## src/rtl/frigate_xo_startup_ctrl.sv

```systemverilog
// frigate_xo_startup_ctrl: crystal oscillator enable / bias / qualify / run sequencer.
// Define FRIGATE_XO_AUTORETRY_EN to let FAULT retry from BIAS up to MAX_RETRY times.
module frigate_xo_startup_ctrl #(
   parameter int CNT_W        = 16,
   parameter int STARTUP_CYC  = 16000,
   parameter int STABLE_EDGES = 64,
   parameter int TIMEOUT_CYC  = 65535,
   parameter int LOSS_CYC     = 2048,
   parameter int RETRY_CYC    = 4096,
   parameter int MAX_RETRY    = 3
) (
   input  logic       clk,
   input  logic       reset,
   input  logic       xo_req,
   input  logic       xo_dout,
   output logic       xo_ena,
   output logic       xo_standby,
   output logic       xo_ready,
   output logic       xo_fault,
   output logic [2:0] xo_state
);

   localparam int RW =
      (MAX_RETRY < 1) ? 1 : $clog2(MAX_RETRY + 1);

   localparam logic [CNT_W-1:0] BIAS_LIM =
      CNT_W'(STARTUP_CYC - 1);
   localparam logic [CNT_W-1:0] EDGE_LIM =
      CNT_W'(STABLE_EDGES - 1);
   localparam logic [CNT_W-1:0] TMO_LIM =
      CNT_W'(TIMEOUT_CYC - 1);
   localparam logic [CNT_W-1:0] LOSS_LIM =
      CNT_W'(LOSS_CYC - 1);
   localparam logic [CNT_W-1:0] RTRY_LIM =
      CNT_W'(RETRY_CYC - 1);
   localparam logic [RW-1:0] RETRY_MAX =
      RW'(MAX_RETRY);

`ifdef FRIGATE_XO_AUTORETRY_EN
   localparam logic AUTORETRY = 1'b1;
`else
   localparam logic AUTORETRY = 1'b0;
`endif

   typedef enum logic [2:0] {
      S_IDLE  = 3'd0,
      S_BIAS  = 3'd1,
      S_WAIT  = 3'd2,
      S_RUN   = 3'd3,
      S_FAULT = 3'd4
   } state_t;

   state_t           state_q;
   state_t           state_d;
   logic [CNT_W-1:0] cyc_q;
   logic [CNT_W-1:0] cyc_d;
   logic [CNT_W-1:0] edg_q;
   logic [CNT_W-1:0] edg_d;
   logic [RW-1:0]    retry_q;
   logic [RW-1:0]    retry_d;

   logic ena_q;
   logic ena_d;
   logic stby_q;
   logic stby_d;
   logic rdy_q;
   logic rdy_d;
   logic flt_q;
   logic flt_d;

   logic sync1_q;
   logic sync2_q;
   logic sync3_q;
   logic dout_edge;

   // Counters stop at all-ones instead of wrapping.
   function automatic logic [CNT_W-1:0] sat_inc(
      input logic [CNT_W-1:0] v
   );
      return (v == '1) ? v : v + CNT_W'(1);
   endfunction

   // Bring xo_dout into clk domain; third flop gives the previous value.
   always_ff @(posedge clk or posedge reset) begin
      if (reset) begin
         sync1_q <= 1'b0;
         sync2_q <= 1'b0;
         sync3_q <= 1'b0;
      end else begin
         sync1_q <= xo_dout;
         sync2_q <= sync1_q;
         sync3_q <= sync2_q;
      end
   end

   assign dout_edge = sync2_q & ~sync3_q;

   // State, counters and registered outputs.
   always_ff @(posedge clk or posedge reset) begin
      if (reset) begin
         state_q <= S_IDLE;
         cyc_q   <= '0;
         edg_q   <= '0;
         retry_q <= '0;
         ena_q   <= 1'b0;
         stby_q  <= 1'b0;
         rdy_q   <= 1'b0;
         flt_q   <= 1'b0;
      end else begin
         state_q <= state_d;
         cyc_q   <= cyc_d;
         edg_q   <= edg_d;
         retry_q <= retry_d;
         ena_q   <= ena_d;
         stby_q  <= stby_d;
         rdy_q   <= rdy_d;
         flt_q   <= flt_d;
      end
   end

   // Next state, counter updates, and outputs decoded from the next state.
   always_comb begin
      state_d = state_q;
      cyc_d   = sat_inc(cyc_q);
      edg_d   = edg_q;
      retry_d = retry_q;

      unique case (state_q)
         S_IDLE: begin
            cyc_d = '0;
            edg_d = '0;
            if (xo_req) begin
               state_d = S_BIAS;
            end
         end
         S_BIAS: begin
            if (cyc_q == BIAS_LIM) begin
               state_d = S_WAIT;
               cyc_d   = '0;
               edg_d   = '0;
            end
         end
         S_WAIT: begin
            if (dout_edge) begin
               edg_d = sat_inc(edg_q);
            end
            // Qualification beats timeout on the same cycle.
            if (dout_edge && edg_q == EDGE_LIM) begin
               state_d = S_RUN;
               cyc_d   = '0;
               edg_d   = '0;
               retry_d = '0;
            end else if (cyc_q == TMO_LIM) begin
               state_d = S_FAULT;
               cyc_d   = '0;
               edg_d   = '0;
            end
         end
         S_RUN: begin
            // cyc_q is the gap since the last edge.
            if (dout_edge) begin
               cyc_d = '0;
            end else if (cyc_q == LOSS_LIM) begin
               state_d = S_FAULT;
               cyc_d   = '0;
            end
         end
         S_FAULT: begin
            if (AUTORETRY &&
                cyc_q >= RTRY_LIM &&
                retry_q < RETRY_MAX) begin
               state_d = S_BIAS;
               cyc_d   = '0;
               retry_d = retry_q + RW'(1);
            end
         end
         default: begin
            state_d = S_IDLE;
            cyc_d   = '0;
            edg_d   = '0;
         end
      endcase

      // Dropping the request wins over anything above.
      if (!xo_req) begin
         state_d = S_IDLE;
         cyc_d   = '0;
         edg_d   = '0;
         retry_d = '0;
      end

      ena_d  = 1'b0;
      stby_d = 1'b0;
      rdy_d  = 1'b0;
      flt_d  = 1'b0;
      unique case (state_d)
         S_BIAS: begin
            ena_d  = 1'b1;
            stby_d = 1'b1;
         end
         S_WAIT: begin
            ena_d = 1'b1;
         end
         S_RUN: begin
            ena_d = 1'b1;
            rdy_d = 1'b1;
         end
         S_FAULT: begin
            flt_d = 1'b1;
         end
         default: begin
            ena_d = 1'b0;
         end
      endcase
   end

   assign xo_ena     = ena_q;
   assign xo_standby = stby_q;
   assign xo_ready   = rdy_q;
   assign xo_fault   = flt_q;
   assign xo_state   = state_q;

endmodule

```

## config.mk

```make
export PLATFORM = sky130hd
export DESIGN_NAME = frigate_xo_startup_ctrl
export DESIGN_NICKNAME = d
export VERILOG_FILES = /design/src/rtl/frigate_xo_startup_ctrl.sv
export SDC_FILE = /design/constraint.sdc
export NUM_CORES = 1
export LEC_CHECK = 0
export ABC_AREA = 1
export CAP_MARGIN = 10
export CORE_ASPECT_RATIO = 0.6
export CORE_MARGIN = 2
export CORE_UTILIZATION = 45
export DETAILED_ROUTE_END_ITERATION = 10
export PLACE_DENSITY = 0.71
export SLEW_MARGIN = 15
export SYNTH_ARGS = -nofsm -noshare
export SYNTH_HDL_FRONTEND = slang
export SYNTH_SLANG_ARGS = --single-unit
```

## constraint.sdc

```tcl
create_clock -name clk -period 1.7 [get_ports clk]
set_input_delay 0.255 -clock clk [delete_from_list [all_inputs] [get_ports clk]]
set_output_delay 0.255 -clock clk [all_outputs]
set_load 0.05 [all_outputs]
```

==> reports/results.tsv <==
stage	metric	value	unit
setup_path	critical_path_class	flop to flop	
finish	final_nets	525	
logic_synthesis	ys_seq_elements	42	
timing	slew_viol_final	0	
power	irDropWorstVdd	0.310	mV
logic_synthesis	syn_inst	435	
clock_network	cts_buffers	5	
setup_path	cp_max_fo	8	
timing	slew_headroom	63.9	%
placement	post-place-ws	-0.206	ns
global_routing	antenna_found_initial	0	
logic_synthesis	yosysSeqAreaShare	36.8	%
clock_network	clk_path_buf_depth	2	
power	power-per-cell-area	489	nW/um^2
logic_synthesis	syn_nets	442	
finish	fin_util	64.5	%
worst_hold_path	hp-class	primary input to async pin	
finish	fillCellCount	498	
setup_path	regToRegStartpoint	cyc_q[1]	
finish	final_layout_size_suffix_gt1_share	30.4	%
die	core_area	6140	sq um
timing	report.final.setup_viol	0	
routing	wire_per_inst	14.7	um
logic_synthesis	syn-cell-area	2860	sq um
power	total_power	0.00193	W
routing	drtPass1Iterations	5	
setup_path	startpoint_type	flop	
finish	area_delta_synth_final	38.4	%
clock_network	cts.sinks	42	
clock_network	root_buffer	clkbuf_8	
global_routing	grt_pass1_vias	2947	
global_routing	grt_pass1_wl	14300	um
clock_network	hold_buffers	0	
global_routing	overflow	0	
global_routing	grt_max_degree	43	
setup_path	startpoint	cyc_q[1]	
timing	grt_setup_unrepaired	true	
routing	drc	0	
clock_network	htreeDepth	2	
die	dieArea	7020	sq um
placement	hpwl	6340	um
timing	tightest_slew	0.537	ns
finish	fin_area	3960	sq um
die	rows	22	
logic_synthesis	synth_cell_types	31	
die	die_w	107	um
timing	max_clock_freq	0.589	GHz
routing	postRouteAntennaNets	0	
setup_path	arrival	1.89	ns
die	start_util	46.6	%
clock_network	clock_latency	0.30	ns
global_routing	grtUsageTotal	26.2	%
clock_network	clk_pin_slew	0.09	ns
die	die_h	65.7	um
finish	diodes	0	
logic_synthesis	avgSynthCellArea	6.57	sq um
setup_path	required	1.89	ns
timing	min_period_over_period	99.9	%
die	io_pins	11	
routing	viasPerCell	5.40	
routing	vias	3257	
setup_path	cp-end-kind	flop	
routing	drt-total-wl	8880	um
routing	drtIter0Drc	368	
timing	setup_ws	0.00182	ns
clock_network	cts_tree	built	
placement	postPlaceCellArea	3510	sq um
setup_path	ff2ff_path_depth	12	
placement	portBuffers	10	
flow_run	drv_cap	0	
run_status	status	completed	
power	p_leak	1.91	nW
placement	gp_congestion	0.946	
timing	finalWorstPathRequiredPeriod	1.70	ns
logic_synthesis	yosysWarningCount	0	
timing	skew	0.0121	ns
timing	finalHoldViolCount	0	
## area by class of cell
class	instances	area (sq um)	share of cell area (%)
multi-input combinational	330	1810	45.9
sequential	42	1050	26.6
timing repair buffer	83	674	17.0
inverter	56	214	5.41
tap	84	105	2.66
clock buffer	6	82.6	2.09
clock inverter	2	12.5	0.316
## critical path, stage by stage (launching register included)
cell and delay, ns:
dfrtp_1 0.43, ha_2 0.23, nand2_2 0.06, inv_2 0.07, nand2_2 0.06, nor2_4 0.12
nand2_2 0.09, nand2_4 0.11, nand2_4 0.07, nand2_8 0.12, nand2_8 0.09, nand2_1 0.10
nand2_2 0.06
## placed cells by master (no fill, tap or decap), drive strengths merged, types with 5 or more instances in the layout
cell type / netlist / final
nor3: 13 / 13
buf: 5 / 80
inv: 55 / 54
dfrtp: 42 / 42
clkbuf: 3 / 6
a21oi: 8 / 8
nand3: 41 / 41
nand2: 138 / 139
nor2: 84 / 84
xor2: 7 / 7
nand4: 20 / 20
o21ai: 5 / 5
## power by group
part	switching [W]	internal [W]
Sequential	0.00000842	0.00101
Clock	0.000376	0.000327
Combinational	0.000138	0.0000753
## flip-flops by register name, indices dropped and copies added (netlist names)
register and count:
cyc_q 16, sync3_q 1, xo_ready 1, xo_fault 1, edg_q 16, xo_ena 1, sync2_q 1, xo_state 3
xo_standby 1, sync1_q 1
## logic make-up (layout without fill, tap and decap cells)
family                     count (synthesis)  count (layout)  share of synthesized area, %
buffers and inverters                     64             147                          9.24
AOI/OAI and AO/OA                         18              18                          3.59
xor gates and xnor gates                  10              10                          3.07
and+or+nand+nor                          298             299                          46.0
DFF                                       42              42                          36.8
adders and majority gates                  3               3                          1.31
## synth_stat cells
| cell | instances | area, sq um |
|---|---|---|
| nor2_4 | 1 | 11.3 |
| a31o_2 | 2 | 17.5 |
| o21bai_1 | 1 | 7.51 |
| nand4_1 | 20 | 125 |
| o21ai_1 | 1 | 5.00 |
| a21oi_1 | 8 | 40.0 |
| nand2_1 | 131 | 492 |
| nand3_4 | 1 | 17.5 |
| ha_1 | 3 | 37.5 |
| buf_6 | 2 | 22.5 |
| nor3_1 | 13 | 65.1 |
| inv_1 | 53 | 199 |
| nor2_1 | 78 | 293 |
| buf_2 | 2 | 10.0 |
| nor4_1 | 1 | 6.26 |
| nor2_2 | 4 | 25.0 |
| a31oi_1 | 2 | 12.5 |
| dfrtp_1 | 42 | 1050 |
| or2_2 | 1 | 6.26 |
| nor2_8 | 1 | 20.0 |
| inv_4 | 1 | 6.26 |
| clkinv_1 | 1 | 3.75 |
| nand3_1 | 40 | 200 |
| o21ai_0 | 4 | 20.0 |
| nand2_2 | 5 | 31.3 |
| buf_4 | 1 | 7.51 |
| nand2_4 | 2 | 22.5 |
| inv_2 | 1 | 3.75 |
| xor2_1 | 7 | 61.3 |
| clkbuf_1 | 3 | 11.3 |
| xnor2_1 | 3 | 26.3 |
## metal layers
metal / global-route usage, % / up-vias / wire length (um)
li1: - / 1544 / -
met2: 35.2 / 184 / 3580
met3: 6.25 / 10 / 1040
met4: 7.63 / 0 / 71
met5: 0 / - / 0
met1: 41.0 / 1519 / 4180
## worst paths after layout
check	to	slack (ns)
max	edg_q[8]	0.002
min	edg_q[11]	0.28
max reg2reg	edg_q[8]	0.002
min reg2reg	sync2_q	0.36
max in group asynchronous	xo_state[0]	1.20
min in group clk	sync2_q	0.36
## repair_timing
item,in CTS,in global routing
setup buffers,2,8
gates resized for setup,12,58
pin swaps,3,24
cloned,1,0
setup endpoints to repair,18,37
## through the flow
step / instances / hold slack [ns] / setup TNS (ns)
detailed placement: 586 / 0.346 / -2.38
global route: 603 / 0.329 / -1.60
floorplan: 435 / 0.286 / 0
CTS: 597 / 0.293 / -0.0213
finish: 603 / 0.282 / 0
global placement: 586 / 0.335 / -2.05
Power figures use the tool's default switching activity.
